===== src/rtl/comparator_bank_if.sv =====
// Control, trip-time write and comparator output bundle for comparator_bank.
interface comparator_bank_if #(
    parameter int N_CH  = 4,
    parameter int CH_W  = 2,
    parameter int CNT_W = 16
);
    logic             start;
    logic             stop;
    logic             mode;
    logic             wr_en;
    logic [CH_W-1:0]  wr_ch;
    logic [CNT_W-1:0] wr_data;
    logic [N_CH-1:0]  comp;
    logic [N_CH-1:0]  fall;
    logic             period_start;
    logic             busy;

    modport master (
        output start, stop, mode,
        output wr_en, wr_ch, wr_data,
        input  comp, fall, period_start, busy
    );

    modport slave (
        input  start, stop, mode,
        input  wr_en, wr_ch, wr_data,
        output comp, fall, period_start, busy
    );
endinterface


===== src/rtl/comparator_bank.sv =====
// Multi-channel clocked comparator emulator with programmable trip
// times, periodic/one-shot runs and optional chatter after each fall.
module comparator_bank #(
    parameter int N_CH           = 4,
    parameter int CH_W           = 2,
    parameter int CNT_W          = 16,
    parameter int PERIOD         = 1000,
    parameter int DEFAULT_T_STOP = 10,
    parameter int GLITCH         = 0
) (
    input logic               clk,
    input logic               reset,
    comparator_bank_if.slave  bus
);
    typedef enum logic {IDLE, RUN} state_t;

    localparam logic [CNT_W-1:0] LAST  = CNT_W'(PERIOD - 1);
    localparam logic [CNT_W-1:0] T_RST = CNT_W'(DEFAULT_T_STOP);
    localparam logic [CNT_W:0]   CHAT  = (CNT_W + 1)'(2 * GLITCH);

    state_t           state;
    state_t           state_n;
    logic [CNT_W-1:0] count;
    logic [CNT_W-1:0] count_n;
    logic             mode_q;
    logic             mode_n;
    logic             load;

    logic [CNT_W-1:0] pending   [N_CH];
    logic [CNT_W-1:0] pending_n [N_CH];
    logic [CNT_W-1:0] active    [N_CH];
    logic [CNT_W-1:0] active_n  [N_CH];

    logic [N_CH-1:0]  comp_q;
    logic [N_CH-1:0]  comp_n;
    logic [N_CH-1:0]  fall_q;
    logic [N_CH-1:0]  fall_n;
    logic             ps_q;
    logic             busy_q;

    always_comb begin
        for (int i = 0; i < N_CH; i++) begin
            pending_n[i] = pending[i];
            if (bus.wr_en && bus.wr_ch == CH_W'(i))
                pending_n[i] = bus.wr_data;
        end
    end

    always_comb begin
        state_n = state;
        count_n = count;
        mode_n  = mode_q;
        load    = 1'b0;
        unique case (state)
            IDLE: begin
                if (bus.start && !bus.stop) begin
                    state_n = RUN;
                    count_n = '0;
                    mode_n  = bus.mode;
                    load    = 1'b1;
                end
            end
            RUN: begin
                if (bus.stop) begin
                    state_n = IDLE;
                    count_n = '0;
                end else if (count == LAST) begin
                    count_n = '0;
                    if (mode_q)
                        state_n = IDLE;
                    else
                        load = 1'b1;
                end else begin
                    count_n = count + 1'b1;
                end
            end
            default: begin
                state_n = IDLE;
                count_n = '0;
            end
        endcase
    end

    // Outputs are computed from next-cycle values so they line up with count.
    always_comb begin
        for (int i = 0; i < N_CH; i++) begin
            active_n[i] = load ? pending_n[i] : active[i];
            comp_n[i]   = 1'b0;
            fall_n[i]   = 1'b0;
            if (state_n == RUN) begin
                if (count_n < active_n[i]) begin
                    comp_n[i] = 1'b1;
                end else if (active_n[i] != '0 && active_n[i] <= LAST) begin
                    fall_n[i] = (count_n == active_n[i]);
                    if ({1'b0, count_n} < {1'b0, active_n[i]} + CHAT)
                        comp_n[i] = count_n[0] ^ active_n[i][0];
                end
            end
        end
    end

    always_ff @(posedge clk) begin
        if (reset) begin
            state  <= IDLE;
            count  <= '0;
            mode_q <= 1'b0;
            comp_q <= '0;
            fall_q <= '0;
            ps_q   <= 1'b0;
            busy_q <= 1'b0;
            for (int i = 0; i < N_CH; i++) begin
                pending[i] <= T_RST;
                active[i]  <= T_RST;
            end
        end else begin
            state  <= state_n;
            count  <= count_n;
            mode_q <= mode_n;
            comp_q <= comp_n;
            fall_q <= fall_n;
            ps_q   <= (state_n == RUN) && (count_n == '0);
            busy_q <= (state_n == RUN);
            for (int i = 0; i < N_CH; i++) begin
                pending[i] <= pending_n[i];
                active[i]  <= active_n[i];
            end
        end
    end

    assign bus.comp         = comp_q;
    assign bus.fall         = fall_q;
    assign bus.period_start = ps_q;
    assign bus.busy         = busy_q;
endmodule


===== src/flat_wrapper.sv =====
// flat-port wrapper written by rule: the top's interface ports become plain ports
module comparator_bank_flat 
#(
    parameter int N_CH           = 4,
    parameter int CH_W           = 2,
    parameter int CNT_W          = 16,
    parameter int PERIOD         = 1000,
    parameter int DEFAULT_T_STOP = 10,
    parameter int GLITCH         = 0
)
  (clk, reset, bus_start, bus_stop, bus_mode, bus_wr_en, bus_wr_ch, bus_wr_data, bus_comp, bus_fall, bus_period_start, bus_busy);
  comparator_bank_if #(.N_CH(N_CH), .CH_W(CH_W), .CNT_W(CNT_W)) bus_i ();
  input logic clk;
  input logic reset;
  input wire logic [$bits(bus_i.start)-1:0] bus_start;
  input wire logic [$bits(bus_i.stop)-1:0] bus_stop;
  input wire logic [$bits(bus_i.mode)-1:0] bus_mode;
  input wire logic [$bits(bus_i.wr_en)-1:0] bus_wr_en;
  input wire logic [$bits(bus_i.wr_ch)-1:0] bus_wr_ch;
  input wire logic [$bits(bus_i.wr_data)-1:0] bus_wr_data;
  output wire logic [$bits(bus_i.comp)-1:0] bus_comp;
  output wire logic [$bits(bus_i.fall)-1:0] bus_fall;
  output wire logic [$bits(bus_i.period_start)-1:0] bus_period_start;
  output wire logic [$bits(bus_i.busy)-1:0] bus_busy;
  assign bus_i.start = bus_start;
  assign bus_i.stop = bus_stop;
  assign bus_i.mode = bus_mode;
  assign bus_i.wr_en = bus_wr_en;
  assign bus_i.wr_ch = bus_wr_ch;
  assign bus_i.wr_data = bus_wr_data;
  assign bus_comp = bus_i.comp;
  assign bus_fall = bus_i.fall;
  assign bus_period_start = bus_i.period_start;
  assign bus_busy = bus_i.busy;
  comparator_bank #(.N_CH(N_CH), .CH_W(CH_W), .CNT_W(CNT_W), .PERIOD(PERIOD), .DEFAULT_T_STOP(DEFAULT_T_STOP), .GLITCH(GLITCH)) u_core (.clk(clk), .reset(reset), .bus(bus_i));
endmodule

===== config.mk =====
export PLATFORM = sky130hd
export DESIGN_NAME = comparator_bank_flat
export DESIGN_NICKNAME = d
export VERILOG_FILES = /design/src/rtl/comparator_bank_if.sv /design/src/rtl/comparator_bank.sv /design/src/flat_wrapper.sv
export SDC_FILE = /design/constraint.sdc
export NUM_CORES = 1
export LEC_CHECK = 0
export ABC_AREA = 1
export CORE_ASPECT_RATIO = 0.7
export CORE_MARGIN = 1
export CORE_UTILIZATION = 55
export DETAILED_ROUTE_END_ITERATION = 8
export PLACE_DENSITY = 0.73
export SETUP_SLACK_MARGIN = 0.4
export SLEW_MARGIN = 20
export SYNTH_ARGS = -nofsm -noshare
export SYNTH_HDL_FRONTEND = slang
export SYNTH_SLANG_ARGS = --single-unit

===== constraint.sdc =====
create_clock -name clk -period 2.9 [get_ports clk]
set_input_delay 0.58 -clock clk [delete_from_list [all_inputs] [get_ports clk]]
set_output_delay 0.58 -clock clk [all_outputs]
set_load 0.02 [all_outputs]

-- After elaboration in Yosys (flattened, before gate mapping)
Memory sizes are Yosys's and may differ from the RTL's.
Index checks and enable logic that the tools add are counted.
- add/sub/neg operators: 1
- $lt $le $gt $ge: 12
- equal/unequal tests: 8
- muxes and demuxes: 43
- bitwise logic cells: 18
- reductions and logical operators: 23
- operators by type and width (kind ; number):
    16-bit 2-to-1 mux ; 19
    16-bit less-than comparator ; 8
    16-bit equality test ; 4
    16-bit by 10-bit <= comparator with 1-bit output (second input constant) ; 4
    16-bit nonzero test ; 4
    16-bit one-hot mux with 2 select lines ; 1
    1-bit 2-to-1 mux ; 21
    16-bit by 1-bit adder with 16-bit output (second input constant) ; 1
    16-bit by 10-bit equality test with 1-bit output (second input constant) ; 1
    16-bit logical NOT ; 1
    4-bit OR reduction ; 4
    1-bit logical AND ; 10
    1-bit bitwise OR ; 8
    1-bit inverter ; 6
    2-bit equality test (second input constant) ; 2
    1-bit one-hot mux with 2 select lines ; 2
    1-bit bitwise XOR ; 4
    2-bit by 1-bit equality test with 1-bit output (second input constant) ; 1
    2-bit logical NOT ; 1
    2-bit AND reduction ; 1
    2-bit OR reduction ; 1
    1-bit logical NOT ; 1
- register bits after elaboration: 27
- RAM bits: 128
- input bits: 24
- output and inout bits: 10
- logic and storage cells: 116
- memories: 2
- memories (memory ; depth ; bits a word ; rd ports ; clocked after Yosys merged registers in ; wr ports ; RTL line ; RTL):
    u_core.active ; 4 ; 16 ; 4 ; 0 ; 4 ; comparator_bank.sv:31 ; logic [CNT_W-1:0] active [N_CH];
    u_core.pending ; 4 ; 16 ; 4 ; 0 ; 4 ; comparator_bank.sv:29 ; logic [CNT_W-1:0] pending [N_CH];

-- Longest topological paths before layout
Gate-level depths: netlist of run 1.
- depth in word-level cells: 9
- mapped depth: 23
- gate-level depth less buffers: 22

-- Worst setup path after synthesis of run 1
OpenSTA, ideal clock, no wires.
- path type: register to register
- from: register u_core.state
- to: register u_core.fall_q[2], in the netlist u_core.bus.fall[2]
- library setup time: 64 ps
- arrival: 2565 ps
- data required time: 2836 ps
- path slack: 272 ps
- cell stages (with the launch flop): 21
- path buffers: 2
- clock period less this slack: 2628 ps
- cells stage by stage: dfxtp_1 > inv_2 > nor3_1 > nand3_2 > nand2_2 > buf_6 > buf_6 > nand2_1 > nand2_1 > inv_1 > ha_1 > nand2_1 > nor2_1 > nand3_1 > nor2_1 > nand3_1 > nor2_1 > nand2_1 > nor2_1 > nand3_1 > nor2_1
- word-level cells in the longest chain between the ends: 7
- elaborated cells between the ends (all ways): 13
- those cells by class: order compare: 2; eq/ne: 1; mux: 4; bitwise: 3; reduce/logical: 3
- RTL lines (element ; RTL line ; RTL):
    from (decl) ; comparator_bank.sv:21 ; state_t state;
    from (signal assigned) ; comparator_bank.sv:116 ; state <= state_n;
    1-bit inverter (no line) ; - ;
    1-bit one-hot mux with 2 select lines ; comparator_bank.sv:54 ; unique case (state)
    16-bit 2-to-1 mux ; comparator_bank.sv:87 ; active_n[i] = load ? pending_n[i] : active[i];
    16-bit by 10-bit <= comparator with 1-bit output or 16-bit nonzero test (tied branches) ; comparator_bank.sv:93 ; end else if (active_n[i] != '0 && active_n[i] <= LAST) begin
    1-bit logical AND ; comparator_bank.sv:93 ;
    1-bit inverter (no line) ; - ;
    4-bit OR reduction (no line) ; - ;
    to (signal assigned) ; comparator_bank.sv:120 ; fall_q <= fall_n;
    to (decl) ; comparator_bank.sv:36 ; logic [N_CH-1:0] fall_q;
Several ways; a longest one is shown, not always the timed one.
A chain may end at the register's enable or synchronous reset.

-- Worst setup path in the final report of run 1
- from: register u_core.count[0]
- to: register u_core.fall_q[1], in the netlist u_core.bus.fall[1]
- elaborated cells between the ends (all ways): 21
- those cells by class: add/sub: 1; order compare: 2; eq/ne: 2; mux: 11; bitwise: 2; reduce/logical: 3
- RTL lines (element ; RTL line ; RTL):
    from (decl) ; comparator_bank.sv:23 ; logic [CNT_W-1:0] count;
    from (signal assigned) ; comparator_bank.sv:117 ; count <= count_n;
    16-bit by 1-bit adder with 16-bit output or 16-bit by 10-bit equality test with 1-bit output (tied branches) ; comparator_bank.sv:74, comparator_bank.sv:67 ;
    16-bit 2-to-1 mux (*) ; comparator_bank.sv:67 ; end else if (count == LAST) begin
    16-bit 2-to-1 mux (*) ; comparator_bank.sv:64 ; if (bus.stop) begin
    16-bit one-hot mux with 2 select lines (*) ; comparator_bank.sv:54 ;
    named net u_core.count_n[15] ; comparator_bank.sv:24 ; logic [CNT_W-1:0] count_n;
    16-bit less-than comparator ; comparator_bank.sv:91 ; if (count_n < active_n[i]) begin
    4-bit OR reduction (no line) ; - ;
The timed path passes the listed nets; every way through them passes the cells marked *.

==> run metrics, run 1 <==
Critical Path, Cell by Cell ha_4 -> nand2_4 -> inv_4 -> nand2_4 -> nor2_4 -> nand2_2 -> nand2_4 -> nor2_4 -> a21oi_2 -> inv_2 -> buf_6 -> ha_4 -> nand2_4 -> nor2_2 -> nand4_1 -> nor2_2 -> nand3_1 -> nor2_1 -> nand2_1 -> nor2_1 -> nand3_1 -> nor2_1; clock insertion delay at the later pin of the skew report 0.44 ns; highest cell delay on the worst timing path 0.36 ns; Worst setup EP type register; count of final hold-check violations 0; dominant cell type by area after synthesis dfxtp_1; largest fanout on the critical path 8; Congestion Overflow GR 0; routed vias 9,226; switching power as a share of total power 0.278; Total Die Area 15,600 um2; clock tree root buffer cell clkbuf_16; Worst Hold Slack 0.481 ns; number of placed cells counting well taps 1,602; uppermost signal routing layer after detailed routing met4; leakage power of the design 5.75 nW; worst-case clock buffer depth 2; HP Class register to register; most common cell type on the critical path nand2_4; family of cells with the greatest summed delay on the critical path simple AND/OR/NAND/NOR gates; most frequent cell after synthesis nand2_1; I/O pin count 34; run status finished with violations; DRC violations left 0; CTS tree done; GRT Overall Usage 0.346; starting density of the core 0.563; most instantiated cells after synthesis 287 x nand2_1, 223 x nor2_1, 155 x dfxtp_1, 155 x inv_1, 80 x nand3_1; FF/Latch Area 3120 um2; data required time of the critical path 3.28 ns; setup clock skew after layout 0.00706 ns; number of synthesis warnings 0; number of buffers created by CTS 17; sequential power share 0.383; period utilization 1.05; total net switching power 1.63 mW; largest cells by area after synthesis dfxtp_1 37%, nand2_1 13%, nor2_1 10%; Die Ht 105 um; first drt pass iteration count 6; global-route wire length before repair 41.1 mm; wire length on met2 13.0 mm; H-tree depth 4; Setup Viol. Count Final 5; post-route met1 wirelength 11.8 mm; type of origin of the critical path register; Clock Sink Count 155; routability-driven placement congestion ratio 0.947; detailed-placement wirelength estimate 18.4 mm; placement row count 37; clock-pin slew on the worst setup and hold paths 0.06 ns; antenna-violating nets left 0; number of global-route vias before repair 8,159; final max-slew violation count 0; flip-flop cell with the highest count after synthesis dfxtp_1; post-synthesis net count 1,313; share of the yosys chip area belonging to registers 0.374; largest net degree at the start of global routing 64; slew at the pin with the worst max-slew slack 0.669 ns; overall routed net length 28.8 mm; antenna diode instance count 0; antenna violations before repair 0; WP data arrival 3.41 ns; Setup WS post-layout -0.134 ns; number of flops mapped to enable cells by yosys 0; reg2reg path depth 22; count of cell types in the netlist 39; RSZ-0062 raised after global routing yes; area grow syn2layout 43.6%; Crit Path Class register to register; number of I/O port buffers 33; Synth Register Bits 155; Critical path origin u_core.count[0]; max-capacitance violation count 0; sum of buffers and inverters on the critical path 3; DR WL/cell 17.2 um; Floorplan Core Area 14,700 um2; mapped cell area 8300 um2; Post-Syn Instances 1,228; via count normalized by instance count 5.50; CP Depth 22; layout cell share with drive strength beyond 1 0.295; filler-free cell count of the finished design 1,678; crit path max-delay cell type dfxtp_4; Die X 149 um; Yosys top cell area share 0.374; post-layout net count 1,555; asr flop ratio synth 0; syn_area_per_cell 6.76 um2; Pint 4.23 mW; Min Clock Period, post-route 3.03 ns; total of fill cells in the finished design 947; combined area of the multi-input logic cells 5050 um2; number of stages on the worst hold path 2; proportion of power drawn by the clock network 0.423; hold path startpoint u_core.pending[1][10]; worst rel slew slack 0.554; drt initial violations 937; launch instance of the worst register-to-register path u_core.count[0]; failing checks negative setup slack; Gate power share 0.194; Highest Clock Rate 330 MHz; wire length on met3 2.79 mm; largest voltage drop on the vdd net 0.000384 V; power density relative to cell area 492 nW/um2
## registers in the layout (all words and copies together) (netlist names)
| name | cells |
|---|---|
| u_core.bus.fall | 4 |
| u_core.bus.period_start | 1 |
| u_core.active | 64 |
| u_core.state | 1 |
| u_core.count | 16 |
| u_core.bus.comp | 4 |
| u_core.mode_q | 1 |
| u_core.pending | 64 |
## cell usage in the layout, fill, tap and decap left out, types with 6 or more instances in the layout
| master | instances |
|---|---|
| clkdlybuf4s50_1 | 28 |
| nand3_1 | 74 |
| nand2_4 | 9 |
| ha_1 | 42 |
| o21ai_1 | 19 |
| inv_1 | 138 |
| nand4_1 | 11 |
| nand3b_1 | 8 |
| inv_2 | 23 |
| dfxtp_1 | 148 |
| nor2_2 | 19 |
| o21ai_2 | 15 |
| o21a_1 | 15 |
| o21ai_0 | 39 |
| ha_4 | 19 |
| buf_12 | 7 |
| clkbuf_16 | 18 |
| nand2_1 | 258 |
| or2_2 | 13 |
| nand2_2 | 26 |
| a21oi_1 | 38 |
| buf_4 | 215 |
| nor2_4 | 6 |
| a21oi_2 | 9 |
| buf_6 | 8 |
| nor2_1 | 203 |
## logic make-up after synthesis
logic type      synth area share
mux                      0.00603
fa+ha+maj                 0.0920
simple gates               0.325
buf+inv                   0.0991
flops                      0.374
xor+xnor                 0.00211
compound gates             0.102
## per-layer routing
layer,vias up,track usage
met5,-,0
met4,0,0.145
met3,100,0.0668
met2,485,0.537
met1,4286,0.469
li1,4355,-
## repair_timing
action                                  4_1_cts  5_1_grt
gates resized for setup                      73      105
endpoints found under the setup margin        8        8
hold endpoints to repair                      0        0
gates cloned                                  1        1
buffers inserted                             24       18
hold buffers                                  0        0
pin swaps                                    34       31
## path summary, 6_finish.rpt
check	endpoint	slack, ns
worst min-delay path	u_core.pending[1][10]	0.48
worst min register to register	u_core.pending[1][10]	0.48
worst max register to register	u_core.bus.fall[1]	-0.13
worst max-delay path	u_core.bus.fall[1]	-0.13
## worst register-to-register path, stage by stage, from the launching register on
cell     delay (ns)
dfxtp_4        0.36
ha_4           0.15
nand2_4        0.07
inv_4          0.08
nand2_4        0.06
nor2_4         0.19
nand2_2        0.10
nand2_4        0.16
nor2_4         0.06
a21oi_2        0.17
inv_2          0.09
buf_6          0.13
ha_4           0.27
nand2_4        0.06
nor2_2         0.09
nand4_1        0.17
nor2_2         0.19
nand3_1        0.09
nor2_1         0.13
nand2_1        0.09
nor2_1         0.10
nand3_1        0.07
nor2_1         0.09
## per-stage QoR
stage	cell area (um2)	setup WS [ns]	TNS, ns	total power, mW	util
final	11900	-0.134	-0.503	5.86	0.809
after floorplan	8390	0.398	0	2.77	-
after global placement	10200	-0.464	-2.98	3.17	0.695
after CTS	11300	0.0648	0	5.69	0.771
after detailed placement	10200	-0.547	-3.53	3.18	0.695
after global routing	11900	-0.361	-1.40	6.03	0.809
## final cells by class
cell class | count | area share
multi-input cells | 866 | 0.424
repair buffers | 266 | 0.187
clock buffers | 20 | 0.0392
inverters | 164 | 0.0523
clock inverters | 12 | 0.0155
flip-flops and latches | 155 | 0.262
well taps | 195 | 0.0205
## power by group through the flow
| stage | clock network [mW] | registers (mW) | logic (mW) |
|---|---|---|---|
| floorplan | 0 | 2.29 | 0.479 |
| global placement | 0 | 2.29 | 0.879 |
| detailed placement | 0 | 2.29 | 0.893 |
| CTS | 2.47 | 2.24 | 0.978 |
| global route | 2.57 | 2.25 | 1.22 |
| finish | 2.48 | 2.25 | 1.14 |
(Power assumes the default switching activity.)
==> inputs of run 2 (changes only) <==
--- a/constraint.sdc
+++ b/constraint.sdc
@@ -3,2 +3,2 @@
 set_output_delay 0.58 -clock clk [all_outputs]
-set_load 0.02 [all_outputs]
+set_load 0.005 [all_outputs]
==> run metrics, run 2 (synthesis results as in run 1) <==
worst-case clock buffer depth 2 (unchanged); clock insertion delay at the later pin of the skew report 0.44 ns (about the same); run status finished with violations (unchanged); placement row count 37 (unchanged); Floorplan Core Area 14,700 um2 (unchanged); detailed-placement wirelength estimate 18.7 mm (was 18.4 mm); Total Die Area 15,600 um2 (unchanged); most common library cell in the layout ignoring fill and taps buf_4 (was nand2_1); WP data arrival 3.56 ns (was 3.41 ns); layout cell share with drive strength beyond 1 0.339 (was 0.295); final-layout setup total negative slack -1.56 ns (was -0.503 ns); routability-driven placement congestion ratio 0.935 (was 0.947); failing checks negative setup slack (unchanged); Congestion Overflow GR 0 (unchanged); DRC violations left 0 (unchanged); clock-pin slew on the worst setup and hold paths 0.07 ns (was 0.06 ns); Crit Path Class register to register (unchanged); Clock Sink Count 155 (unchanged); global-route wire length before repair 45.8 mm (was 41.1 mm); slew at the pin with the worst max-slew slack 0.596 ns (was 0.669 ns); period utilization 1.10 (was 1.05); data required time of the critical path 3.28 ns (about the same); largest net degree at the start of global routing 133 (was 64); largest fanout on the critical path 6 (was 8); Setup Viol. Count Final 9 (was 5); drt initial violations 1,489 (was 937); antenna-violating nets left 0 (unchanged); first drt pass iteration count 8 (was 6); filler-free cell count of the finished design 1,722 (was 1,678); number of buffers created by CTS 17 (unchanged); count of final hold-check violations 0 (unchanged); Highest Clock Rate 315 MHz (was 330 MHz); leading registers by flop count u_core.active (64), u_core.pending (64), u_core.count (16) (unchanged); Setup WS post-layout -0.279 ns (was -0.134 ns); type of origin of the critical path register (unchanged); routed vias 9,845 (was 9,226); DR WL/cell 19.2 um (was 17.2 um); Worst setup EP type register (unchanged); I/O pin count 34 (unchanged); starting density of the core 0.563 (unchanged); overall routed net length 33.1 mm (was 28.8 mm); Die X 149 um (unchanged); area grow syn2layout 49.8% (was 43.6%); RSZ-0062 raised after global routing yes (unchanged); antenna violations before repair 0 (unchanged); largest voltage drop on the vdd net 0.000392 V (was 0.000384 V); CTS tree done (unchanged); number of global-route vias before repair 8,953 (was 8,159); Min Clock Period, post-route 3.18 ns (was 3.03 ns); hold-fix buffers at CTS 0 (unchanged); GRT Overall Usage 0.384 (was 0.346); worst rel slew slack 0.602 (was 0.554); antenna diode instance count 0 (unchanged); post-route total power 5.83 mW (was 5.86 mW); clock tree root buffer cell clkbuf_16 (unchanged); leakage power of the design 5.98 nW (was 5.75 nW); commonest cells after routing, fill and taps aside 240 x buf_4, 234 x nand2_1, 200 x nor2_1 (was 258 x nand2_1, 215 x buf_4, 203 x nor2_1); Die Ht 105 um (unchanged); HP Class register to register (unchanged); power density relative to cell area 469 nW/um2 (was 492 nW/um2); number of I/O port buffers 33 (unchanged); Core Util, Final 0.844 (was 0.809); final max-slew violation count 0 (unchanged); post-layout net count 1,599 (was 1,555); via count normalized by instance count 5.72 (was 5.50); max-capacitance violation count 0 (unchanged); setup clock skew after layout 0.0116 ns (was 0.00706 ns); H-tree depth 4 (unchanged); number of placed cells counting well taps 1,603 (was 1,602)
## run 2: cell count changes in the layout (fill, tap and decap cells not counted), moves of 5 or more
cell | previous run | this run
buf_4 | 215 | 240
ha_4 | 19 | 24
buf_6 | 8 | 24
ha_1 | 42 | 37
nand2_2 | 26 | 51
inv_2 | 23 | 33
inv_1 | 138 | 126
nand2_1 | 258 | 234
## run 2: what timing repair did
item,in CTS,in global routing
pin swaps,50,62
setup buffers,56,29
gates cloned,2,0
gates resized for setup,143,88
setup endpoints to repair,8,10
## run 2: worst max-delay path, stage by stage (launching register included)
cell,delay (ns)
dfxtp_4,0.37
ha_4,0.15
nand2_4,0.07
inv_4,0.08
nand2_4,0.06
nor2_4,0.22
nand3_4,0.16
nand2_8,0.16
buf_8,0.14
nand2_1,0.09
nand2_1,0.12
inv_1,0.08
ha_1,0.34
nand4_1,0.20
nor2_2,0.19
nand3_2,0.14
nor2_4,0.19
nand2_2,0.09
nor2_2,0.09
nand3_1,0.08
nor2_1,0.09
## run 2: final cells by class
| type | instances | area [um2] |
|---|---|---|
| clock buffers | 17 | 425 |
| clock inverters | 15 | 193 |
| fillers | 808 | 2290 |
| inverters | 164 | 626 |
| multi-input cells | 865 | 5150 |
| flip-flops and latches | 155 | 3110 |
| well taps | 195 | 244 |
| repair buffers | 311 | 2670 |
## run 2: power breakdown
part	internal, mW	switching [mW]	total (mW)	leakage [nW]
Combinational	0.544	0.677	1.22	4.41
Sequential	2.21	0.0364	2.25	1.27
Clock	1.25	1.11	2.36	0.302
## run 2: final timing paths
kind	start	end	slack, ns	depth (start not counted)
hold reg to reg	u_core.active[3][1]	u_core.active[3][1]	0.50	2
setup reg to reg	u_core.count[1]	u_core.bus.fall[3]	-0.28	20
hold / removal	u_core.active[3][1]	u_core.active[3][1]	0.50	2
setup / recovery	u_core.count[1]	u_core.bus.fall[3]	-0.28	20
## run 2: per-layer routing
metal	GRT usage	vias to the layer above	routed length, um
met5	0	-	0
met4	0.224	0	2180
met3	0.0699	213	3600
met2	0.603	720	14700
met1	0.492	4467	12700
li1	-	4445	-
## run 2: through the flow
| stage | setup WS (ns) | area, um2 | hold WS (ns) |
|---|---|---|---|
| final | -0.279 | 12400 | 0.500 |
| after global routing | -0.393 | 12400 | 0.509 |
| after CTS | -0.0166 | 11800 | 0.475 |
| after detailed placement | -0.543 | 10300 | 0.466 |
| after global placement | -0.556 | 10300 | 0.458 |
| after floorplan | 0.392 | 8390 | 0.446 |
==> inputs of run 3 (changes only) <==
clock period = 3.5 ns   (was 2.9 ns; I/O delays follow)
==> run metrics, run 3 (synthesis results as in run 1) <==
antenna-violating nets left 0 (unchanged); largest net degree at the start of global routing 47 (was 133); commonest cells after routing, fill and taps aside 259 x nand2_1, 209 x nor2_1, 143 x dfxtp_1 (was 240 x buf_4, 234 x nand2_1, 200 x nor2_1); Pint 3.39 mW (was 4.00 mW); overall routed net length 25.8 mm (was 33.1 mm); clock tree root buffer cell clkbuf_16 (unchanged); number of stages on the worst hold path 2 (unchanged); final-layout setup total negative slack 0 ns (was -1.56 ns); period utilization 0.883 (was 1.10); CP Depth 21 (was 20); H-tree depth 4 (unchanged); proportion of power drawn by the clock network 0.433 (was 0.405); largest fanout on the critical path 11 (was 6); placement row count 37 (unchanged); Global Route met1 Usage 0.463 (was 0.492); Worst Hold Slack 0.481 ns (was 0.500 ns); routability-driven placement congestion ratio 0.931 (was 0.935); data required time of the critical path 3.86 ns (was 3.28 ns); Worst setup EP type register (unchanged); Critical Path, Cell by Cell ha_4 -> nand2_4 -> inv_4 -> nand2_4 -> nor2_4 -> nand3_4 -> nand2_8 -> buf_6 -> clkbuf_16 -> nand2_1 -> nand2_1 -> inv_1 -> ha_1 -> nand4_1 -> nor2_2 -> nand3_1 -> nor2_1 -> nand2_1 -> nor2_1 -> nand3_1 -> nor2_1 (was ha_4 -> nand2_4 -> inv_4 -> nand2_4 -> nor2_4 -> nand3_4 -> nand2_8 -> buf_8 -> nand2_1 -> nand2_1 -> inv_1 -> ha_1 -> nand4_1 -> nor2_2 -> nand3_2 -> nor2_4 -> nand2_2 -> nor2_2 -> nand3_1 -> nor2_1); filler-free cell count of the finished design 1,575 (was 1,722); number of I/O port buffers 33 (unchanged); setup clock skew after layout 0.00895 ns (was 0.0116 ns); slew at the pin with the worst max-slew slack 0.711 ns (was 0.596 ns); I/O pin count 34 (unchanged); detailed-placement wirelength estimate 17.7 mm (was 18.7 mm); Top Usage Layer GRT met2 (unchanged); termination of the worst setup path u_core.bus.fall[0] (was u_core.bus.fall[3]); hold-fix buffers at CTS 0 (unchanged); number of buffers created by CTS 17 (unchanged); met3 demand-to-capacity share in global routing 0.0511 (was 0.0699); type of origin of the critical path register (unchanged); Setup Viol. Count Final 0 (was 9); Die X 149 um (unchanged); Gate power share 0.168 (was 0.209); reg2reg path depth 21 (was 20); post-layout net count 1,452 (was 1,599); layout cell share with drive strength beyond 1 0.213 (was 0.339); max-capacitance violation count 0 (unchanged); Clock Sink Count 155 (unchanged); number of global-route vias before repair 7,312 (was 8,953); Highest Clock Rate 324 MHz (was 315 MHz); Core Util, Final 0.740 (was 0.844); routed vias 8,472 (was 9,845); power density relative to cell area 427 nW/um2 (was 469 nW/um2); worst-case register-to-register setup slack 0.41 ns (was -0.28 ns); number of placed cells counting well taps 1,518 (was 1,603); clock insertion delay at the later pin of the skew report 0.43 ns (was 0.44 ns); RSZ-0062 raised after global routing yes (unchanged); worst rel slew slack 0.526 (was 0.602); Crit Path Class register to register (unchanged); GRT Overall Usage 0.315 (was 0.384); worst-case clock buffer depth 2 (unchanged); global routing met2 resource utilization 0.468 (was 0.603); WP data arrival 3.45 ns (was 3.56 ns); final max-slew violation count 0 (unchanged); leading registers by flop count u_core.active (64), u_core.pending (64), u_core.count (16) (unchanged); drt initial violations 936 (was 1,489); global-route wire length before repair 37.7 mm (was 45.8 mm); DR WL/cell 16.4 um (was 19.2 um); highest cell delay on the worst timing path 0.36 ns (was 0.37 ns); DRC violations left 0 (unchanged); Critical path origin u_core.count[1] (unchanged); leakage power of the design 5.25 nW (was 5.98 nW); CTS tree done (unchanged); Floorplan Core Area 14,700 um2 (unchanged); launch instance of the worst register-to-register path u_core.count[1] (unchanged); switching power as a share of total power 0.271 (was 0.313); crit path max-delay cell type dfxtp_2 (was dfxtp_4); Min Clock Period, post-route 3.09 ns (was 3.18 ns); Die Ht 105 um (unchanged); most common library cell in the layout ignoring fill and taps nand2_1 (was buf_4); sum of buffers and inverters on the critical path 4 (was 3); count of final hold-check violations 0 (unchanged); reg2reg end u_core.bus.fall[0] (was u_core.bus.fall[3]); largest voltage drop on the vdd net 0.000321 V (was 0.000392 V); antenna diode instance count 0 (unchanged); Total Die Area 15,600 um2 (unchanged); starting density of the core 0.563 (unchanged); run status completed (was finished with violations); first drt pass iteration count 5 (was 8); Congestion Overflow GR 0 (unchanged); via count normalized by instance count 5.38 (was 5.72); clock-pin slew on the worst setup and hold paths 0.06 ns (was 0.07 ns); area grow syn2layout 31.3% (was 49.8%); family of cells with the greatest summed delay on the critical path simple AND/OR/NAND/NOR gates (unchanged); antenna violations before repair 0 (unchanged); sequential power share 0.400 (was 0.386); HP Class register to register (unchanged); total net switching power 1.26 mW (was 1.83 mW)
-- run 3: through the flow --
step                power (mW)  worst slack (ns)  instance area, um2
finish                    4.65             0.411               10900
global route              4.82             0.252               10900
CTS                       4.54             0.348               10200
detailed placement        2.55           -0.0488                9510
global placement          2.54            0.0182                9510
floorplan                 2.28             0.803                8300
-- run 3: area by class of cell --
| type | instances | area [um2] |
|---|---|---|
| fillers | 1164 | 3830 |
| inverters | 164 | 624 |
| well taps | 195 | 244 |
| clock buffers | 20 | 457 |
| flip-flops and latches | 155 | 3120 |
| repair buffers | 163 | 1500 |
| multi-input cells | 866 | 4760 |
| clock inverters | 12 | 186 |
-- run 3: worst min-delay path, stage by stage, from the launching register on --
cell	delay, ns
dfxtp_1	0.30
a21oi_1	0.07
nor2_1	0.07
-- run 3: routing by layer --
metal | up-vias | part of all wire
met5 | - | 0
met4 | 0 | 0.028
met3 | 63 | 0.072
met2 | 322 | 0.44
met1 | 3921 | 0.46
li1 | 4166 | -
-- run 3: power by group through the flow --
stage	clock network [mW]	registers, mW	logic [mW]
after floorplan	0	1.89	0.391
after global placement	0	1.89	0.644
after detailed placement	0	1.90	0.656
after CTS	2.02	1.86	0.669
after global routing	2.10	1.86	0.850
final	2.01	1.86	0.780
-- run 3: worst min path at each step --
stage,from,endpoint,slack [ns]
6_report,u_core.pending[0][6],u_core.pending[0][6],0.48
5_1_grt,u_core.pending[1][10],u_core.pending[1][10],0.52
4_1_cts,u_core.pending[1][10],u_core.pending[1][10],0.48
3_5_place_dp,u_core.pending[1][10],u_core.pending[1][10],0.47
3_3_place_gp,u_core.pending[1][12],u_core.pending[1][12],0.46
2_1_floorplan,u_core.pending[0][6],u_core.pending[0][6],0.45
-- run 3: timing repair --
| item | CTS | global route |
|---|---|---|
| setup endpoints to repair | 4 | 8 |
| buffers inserted | 0 | 21 |
| gates resized for setup | 9 | 128 |
| pin swaps | 2 | 43 |
| gates cloned | 0 | 4 |
